### src/rtl/uart_pkg.sv
// ---------------------------------------------------------------------------
// uart_pkg
// Shared definitions for the UART receive path.
//   LEN_DATA   : default number of data bits per frame
//   NUM_TICKS  : default oversampling ticks per bit period
//   rx_state_t : receiver FSM state encoding
//   width_of() : counter width helper (never returns less than 1 bit)
// ---------------------------------------------------------------------------
package uart_pkg;

  localparam int LEN_DATA  = 8;
  localparam int NUM_TICKS = 16;

  typedef enum logic [2:0] {
    IDLE,
    START,
    DATA,
    STOP,
    WAIT_IDLE
  } rx_state_t;

  // Width of a counter that runs 0 .. value-1.
  function automatic int width_of(input int value);
    return (value > 1) ? $clog2(value) : 1;
  endfunction

endpackage

### src/rtl/sync_2ff.sv
// ---------------------------------------------------------------------------
// sync_2ff
// Generic two-stage synchronizer for asynchronous inputs.
// Ports:
//   clk   : destination clock
//   reset : synchronous, active-high; both stages load RESET_VALUE
//   d     : asynchronous input
//   q     : synchronized output (two clk of latency)
// ---------------------------------------------------------------------------
module sync_2ff #(
  parameter int               WIDTH       = 1,
  parameter logic [WIDTH-1:0] RESET_VALUE = '1
) (
  input  logic             clk,
  input  logic             reset,
  input  logic [WIDTH-1:0] d,
  output logic [WIDTH-1:0] q
);

  logic [WIDTH-1:0] meta;

  always_ff @(posedge clk) begin
    if (reset) begin
      meta <= RESET_VALUE;
      q    <= RESET_VALUE;
    end else begin
      meta <= d;
      q    <= meta;
    end
  end

endmodule

### src/rtl/uart_rx_unit.sv
// ---------------------------------------------------------------------------
// uart_rx_unit
// Oversampled 8N1 UART receiver, LSB first. Feeds the interface circuit that
// loads ALU operands A, B and OPCODE.
// Ports:
//   clk          : system clock
//   reset        : synchronous, active-high
//   s_tick       : oversampling enable, NUM_TICKS pulses per bit period
//   rx           : asynchronous serial line, idles high
//   data_out     : last correctly framed byte
//   rx_done_tick : one-clk strobe, data_out has just been updated
//   frame_error  : one-clk strobe, stop bit was sampled low
// ---------------------------------------------------------------------------
module uart_rx_unit #(
  parameter int NBITS     = uart_pkg::LEN_DATA,
  parameter int NUM_TICKS = uart_pkg::NUM_TICKS
) (
  input  logic             clk,
  input  logic             reset,
  input  logic             s_tick,
  input  logic             rx,
  output logic [NBITS-1:0] data_out,
  output logic             rx_done_tick,
  output logic             frame_error
);

  import uart_pkg::*;

  localparam int S_W = width_of(NUM_TICKS);
  localparam int N_W = width_of(NBITS);

  localparam logic [S_W-1:0] S_MID  = S_W'(NUM_TICKS / 2 - 1);
  localparam logic [S_W-1:0] S_LAST = S_W'(NUM_TICKS - 1);
  localparam logic [N_W-1:0] N_LAST = N_W'(NBITS - 1);

  rx_state_t        state;
  logic [S_W-1:0]   s;
  logic [N_W-1:0]   n;
  logic [NBITS-1:0] b;
  logic             rx_sync;

  // Line idles high, so the synchronizer resets to 1 to avoid a false start.
  sync_2ff #(
    .WIDTH      (1),
    .RESET_VALUE(1'b1)
  ) u_rx_sync (
    .clk  (clk),
    .reset(reset),
    .d    (rx),
    .q    (rx_sync)
  );

  always_ff @(posedge clk) begin
    if (reset) begin
      state        <= IDLE;
      s            <= '0;
      n            <= '0;
      b            <= '0;
      data_out     <= '0;
      rx_done_tick <= 1'b0;
      frame_error  <= 1'b0;
    end else begin
      // Strobes default low so each lasts exactly one clk.
      rx_done_tick <= 1'b0;
      frame_error  <= 1'b0;

      case (state)
        IDLE: begin
          if (!rx_sync) begin
            state <= START;
            s     <= '0;
          end
        end

        // Re-check the line at the middle of the start bit to reject glitches;
        // from here on every sample lands mid-bit.
        START: begin
          if (s_tick) begin
            if (s == S_MID) begin
              if (!rx_sync) begin
                state <= DATA;
                s     <= '0;
                n     <= '0;
              end else begin
                state <= IDLE;
              end
            end else begin
              s <= s + 1'b1;
            end
          end
        end

        // Shift in from the top so the first (LSB) bit ends up in b[0].
        DATA: begin
          if (s_tick) begin
            if (s == S_LAST) begin
              s <= '0;
              b <= {rx_sync, b[NBITS-1:1]};
              if (n == N_LAST) begin
                state <= STOP;
              end else begin
                n <= n + 1'b1;
              end
            end else begin
              s <= s + 1'b1;
            end
          end
        end

        STOP: begin
          if (s_tick) begin
            if (s == S_LAST) begin
              s <= '0;
              if (rx_sync) begin
                data_out     <= b;
                rx_done_tick <= 1'b1;
                state        <= IDLE;
              end else begin
                frame_error <= 1'b1;
                state       <= WAIT_IDLE;
              end
            end else begin
              s <= s + 1'b1;
            end
          end
        end

        // A held-low line (break) must not be decoded as a run of 0x00 frames.
        WAIT_IDLE: begin
          if (rx_sync) begin
            state <= IDLE;
          end
        end

        default: state <= IDLE;
      endcase
    end
  end

endmodule

### config.mk
export PLATFORM = sky130hd
export DESIGN_NAME = uart_rx_unit
export DESIGN_NICKNAME = d
export VERILOG_FILES = /design/src/rtl/uart_pkg.sv /design/src/rtl/sync_2ff.sv /design/src/rtl/uart_rx_unit.sv
export SDC_FILE = /design/constraint.sdc
export NUM_CORES = 1
export LEC_CHECK = 0
export CAP_MARGIN = 10
export CORE_MARGIN = 8
export CORE_UTILIZATION = 64
export DETAILED_ROUTE_END_ITERATION = 8
export DONT_BUFFER_PORTS = 1
export PLACE_DENSITY = 0.8
export RECOVER_POWER = 50
export SYNTH_ARGS = -nofsm -noshare
export SYNTH_HDL_FRONTEND = slang
export SYNTH_SLANG_ARGS = --single-unit
### constraint.sdc
create_clock -name clk -period 6.3 [get_ports clk]
set_clock_uncertainty 0.2 [all_clocks]
set_input_delay 1.26 -clock clk [delete_from_list [all_inputs] [get_ports clk]]
set_output_delay 1.26 -clock clk [all_outputs]
set_load 0.01 [all_outputs]
### After elaboration in Yosys (flattened, before gate mapping)

Cells that the tools add are included.

| storage, ports and cells | value |
|---|---|
| register bits after elaboration | 30 |
| output and inout port bits | 10 |

| operators by class | value |
|---|---|
| reductions and logical operators | 10 |
| equality and inequality tests | 19 |
| multiplexer cells | 27 |
| bitwise gates (word level) | 3 |
| add/sub/neg operators | 2 |

Operator list:

| kind | number |
|---|---|
| two-way mux 3 bit | 16 |
| two-way mux 4 bit | 5 |
| inequality test 2 bit, second input constant | 10 |
| one-hot mux 3 bit (5 select lines) | 1 |
| one-hot mux 4 bit (3 select lines) | 1 |
| AND reduction 9 bit | 1 |
| AND reduction 7 bit | 1 |
| == test 3 x 2 -> 1 bit, second input constant | 2 |
| == test 3 bit, second input constant | 2 |
| one-hot mux 3 bit (2 select lines) | 1 |
| AND reduction 3 bit | 2 |
| adder 4 x 1 -> 4 bit, second input constant | 1 |
| == test 4 x 3 -> 1 bit, second input constant | 1 |
| == test 4 bit, second input constant | 1 |
| inequality test 2 x 1 -> 1 bit, second input constant | 2 |
| AND reduction 4 bit | 1 |
| OR reduction 4 bit | 1 |
| adder 3 x 1 -> 3 bit, second input constant | 1 |
| == test 3 x 1 -> 1 bit, second input constant | 1 |
| zero test 3 bit | 1 |
| NOT 1 bit | 3 |
| nonzero test 3 bit | 1 |
| two-way mux 1 bit | 2 |
| two-way mux 2 bit | 1 |
| other kinds (2) | 2 |

### Longest topological paths before layout

| depth | value |
|---|---|
| depth after elaboration | 5 |
| depth in mapped cells | 6 |
| depth with buffers taken out | 6 |

### By module

A second synthesis with hierarchy kept.

| unflattened totals | value |
|---|---|
| cells, all modules | 130 |
| area total of the unflattened synthesis | 1,341.3 µm² |

Modules (own cells, without submodules):

| module | instances | seq. area each (µm²) | area each (µm²) | cells an instance |
|---|---|---|---|---|
| uart_rx_unit | 1 | 560.5 | 1,288.7 | 126 |
| sync_2ff | 1 | 40.0 | 52.6 | 4 |

### Worst setup path after synthesis

No wires, ideal clock.

| timing | value |
|---|---|
| path kind | input-to-reg |
| start point | input port s_tick |
| end point | register data_out[0] |
| path buffers | 2 |
| stages | 6 |
| setup slack | 3.647 ns |
| arrival time | 2.326 ns |
| required time | 5.972 ns |
| cells stage by stage | buf_2 -> nand4_4 -> nor4b_4 -> buf_6 -> mux2i_1 -> nor2_1 |

| between the ends | value |
|---|---|
| cells in the longest elaborated chain, start to end | 1 |

Ends and longest elaborated chain:

| element | RTL line | text |
|---|---|---|
| start, declared | uart_rx_unit.sv:20 | `input logic s_tick,` |
| AND reduction 4 bit (no source line) | - |  |
| end signal, assigned | uart_rx_unit.sv:59 | `data_out <= '0;` |
| end signal, assigned | uart_rx_unit.sv:115 | `data_out <= b;` |
| end, declared | uart_rx_unit.sv:22 | `output logic [NBITS-1:0] data_out,` |

No other way between the ends.
A chain may end at the register's enable or synchronous reset.

### Worst setup path after layout

| timing | value |
|---|---|
| start point | input port s_tick |
| end point | register data_out[3] |

The elaborated chain is that of the path after synthesis.

==> run metrics <==
Fillers 181; global-route wire length before repair approximately 4.5 mm; Crit Path Max Fanout 9; Max Clock Freq approximately 370 MHz; worst endpoint data arrival time 2.75 ns; die area 0.00397 sq mm; Buffers on Ports 0; number of synthesis warnings 0; CTS HTree Levels 2; clk_lat worst skew approximately 0.35 ns; Synth Flop Type dfxtp_1; switching portion of total power 25.4%; number of CTS-inserted buffers 5; deepest clock path buffer count 2; Hold Crit Depth 1; largest net degree at the start of global routing 34; design area 0.00142 sq mm; Hold Crit Class reg2reg; Total Power 321 uW; synth top area cells dfxtp_1 (42%), mux2i_1 (11%), nor2_1 (5.6%); Mapped Cells 141; clock root cell clkbuf_4; Final min period 2.70 ns; vias per inst 5.98; Max Cap Viol 0; initial drt markers 33; cts hold-fix bufs 0; status complete, no violations; GPL Wtd Cong 0.864; crit-path leading delay family simple AND/OR/NAND/NOR gates; DRT antenna net count 0; post-placement cell count 160; total global routing track utilization 14.1%; syn nets between 100 and 150; Synth cell types 38; CP required about 6.4 ns; Starting Density between 60% and 70%; Setup WS post-layout 3.60 ns; CTS tree yes; worst hold start u_rx_sync.meta; Psw 81.5 uW; sequential area share after synthesis 42.5%; Worst setup EP type flop; part of the power in registers 60.3%; final wirelength 2.57 mm; Startpoint Class primary input; Layout area overhead 0.619%; Max VDD drop 0.167 mV; Ports 14; die width between 60 and 70 um; Worst Max-Slew Pin Slew 0.805 ns; Clock power frac 36.5%; critical path class in2reg; R2R depth 5; post-synth top area share 42.5%; syn_area_per_cell between 10 and 15 sq um; Post-synth EDFFs 0; final net count 146; antenna fix cells 0; DP Wirelength 1.77 mm; Seq. cell area 601 sq um; initial antenna violation count 0; max incr delay on CP 0.78 ns; DR WL/cell 15.3 um; Placement Cell Area 0.00140 sq mm; die height 63 um; register bit total from synthesis 30; area of the multi-input gates 721 sq um; CP max-delay cell nor4b_4; Reg-to-Reg Start s[0]; Logic pwr share 3.2%; critical path buffer and inverter count 0; Final setup viols 0; Hold EP u_rx_sync.q; Final period util 42.9%; drt pass-1 iters 4; RR Endpoint data_out[3]; reg2reg setup slack 3.80 ns; Post-Route Setup TNS 0 ns; slew margin rel. 46.2%; clk sinks 30; ratio of cells with drive above 1 in the final layout about 13%; core area 0.00215 sq mm; vias in the first global route 988; leakage power total 0.465 nW; gr ovfl total 0; Synth Cell Area 0.00141 sq mm; unrepaired setup endpoints after global routing false; post-route insts no fill 168; post-CTS setup buffer count 0; CTS resizes 0; DRC 0; worst slack at placement 3.45 ns; Final Hold Vio Count 0; Post-synth ARST share 0%; cell chain of the critical path nand4_1 -> nor4b_4 -> mux2i_1 -> nor2_1; Yosys top cell by area dfxtp_1; clk slew on worst S/H paths ~0.10 ns; internal power 239 uW; via count 1004; PD cells approximately 230 mW/mm^2; count of pins over their slew limit 0; std cell rows 17
==> registers in the layout, summed over array words and instances (netlist names) <==
register,cells
b,8
data_out,8
s,4
n,3
state,3
frame_error,1
rx_done_tick,1
u_rx_sync.meta,1
u_rx_sync.q,1
==> cells in the mapped netlist, types with 4 or more instances <==
| master | instances |
|---|---|
| a21oi_1 | 7 |
| buf_2 | 4 |
| dfxtp_1 | 30 |
| mux2i_1 | 16 |
| nor2_1 | 21 |
| nor3_1 | 5 |
| o21ai_0 | 5 |
==> how the worst max path moves through the flow <==
stage                       from          end  slack, ns  depth (start not counted)
after detailed placement  s_tick  data_out[3]       3.45                          4
after floorplan           s_tick  data_out[0]       3.65                          6
after global placement    s_tick  data_out[1]       3.49                          4
final                     s_tick  data_out[3]       3.60                          4
after global routing      s_tick         b[5]       3.42                          4
after CTS                 s_tick  data_out[3]       3.82                          4
==> worst reg2reg max path, cell delays in order (launching register included) <==
cell	delay [ns]
dfxtp_1	0.41
ha_1	0.27
nand4_1	0.41
nor4b_4	0.78
mux2i_1	0.28
nor2_1	0.06
==> per-layer routing <==
layer / GRT usage, % / wire (um) / vias to the layer above
li1: - / - / 505
met1: 14.1 / 1090 / 477
met2: 22.4 / 1260 / 15
met3: 6.09 / 152 / 7
met4: 11.4 / 60 / 0
met5: 0 / 0 / -
==> per-stage QoR <==
step / hold slack (ns) / utilization [%]
floorplan: 0.189 / -
global placement: 0.200 / 64.9
detailed placement: 0.199 / 64.9
CTS: 0.223 / 67.7
global route: 0.230 / 66.2
finish: 0.218 / 66.2
==> placed cells by master (no fill, tap or decap), types with 3 or more instances in the layout <==
master and instances:
or3b_4 3, ha_1 3, nor3_1 5, nor2_1 22, o21ai_0 5, nand4_1 3
dfxtp_1 30, nand2b_1 3, clkbuf_4 5, mux2i_1 16, nand2_1 3, nand3_1 3
a31o_1 3, a21oi_1 7
==> power groups by stage <==
stage | combinational [mW] | clock (mW) | sequential, mW
6_report | 0.0104 | 0.117 | 0.193
5_1_grt | 0.0116 | 0.126 | 0.194
4_1_cts | 0.0104 | 0.119 | 0.193
3_5_place_dp | 0.0104 | 0 | 0.198
3_3_place_gp | 0.00992 | 0 | 0.198
2_1_floorplan | 0.0143 | 0 | 0.196
==> logic make-up (layout without fill, tap and decap cells) <==
| group | Yosys count | after routing | share of synthesized area [%] |
|---|---|---|---|
| AOI/OAI and AO/OA | 26 | 26 | 14.2 |
| xor gates and xnor gates | 2 | 2 | 1.24 |
| adders and majority gates | 3 | 3 | 2.66 |
| buffers and inverters | 11 | 10 | 4.34 |
| DFF | 30 | 30 | 42.5 |
| muxes | 16 | 16 | 11.3 |
| and+or+nand+nor | 53 | 53 | 23.7 |
==> cell type report <==
type	count	share of cell area [%]
clock buffer	5	2.64
clock inverter	3	1.50
inverter	2	0.528
multi-input combinational	100	50.7
sequential	30	42.2
tap	28	2.46
(Power assumes the default switching activity.)
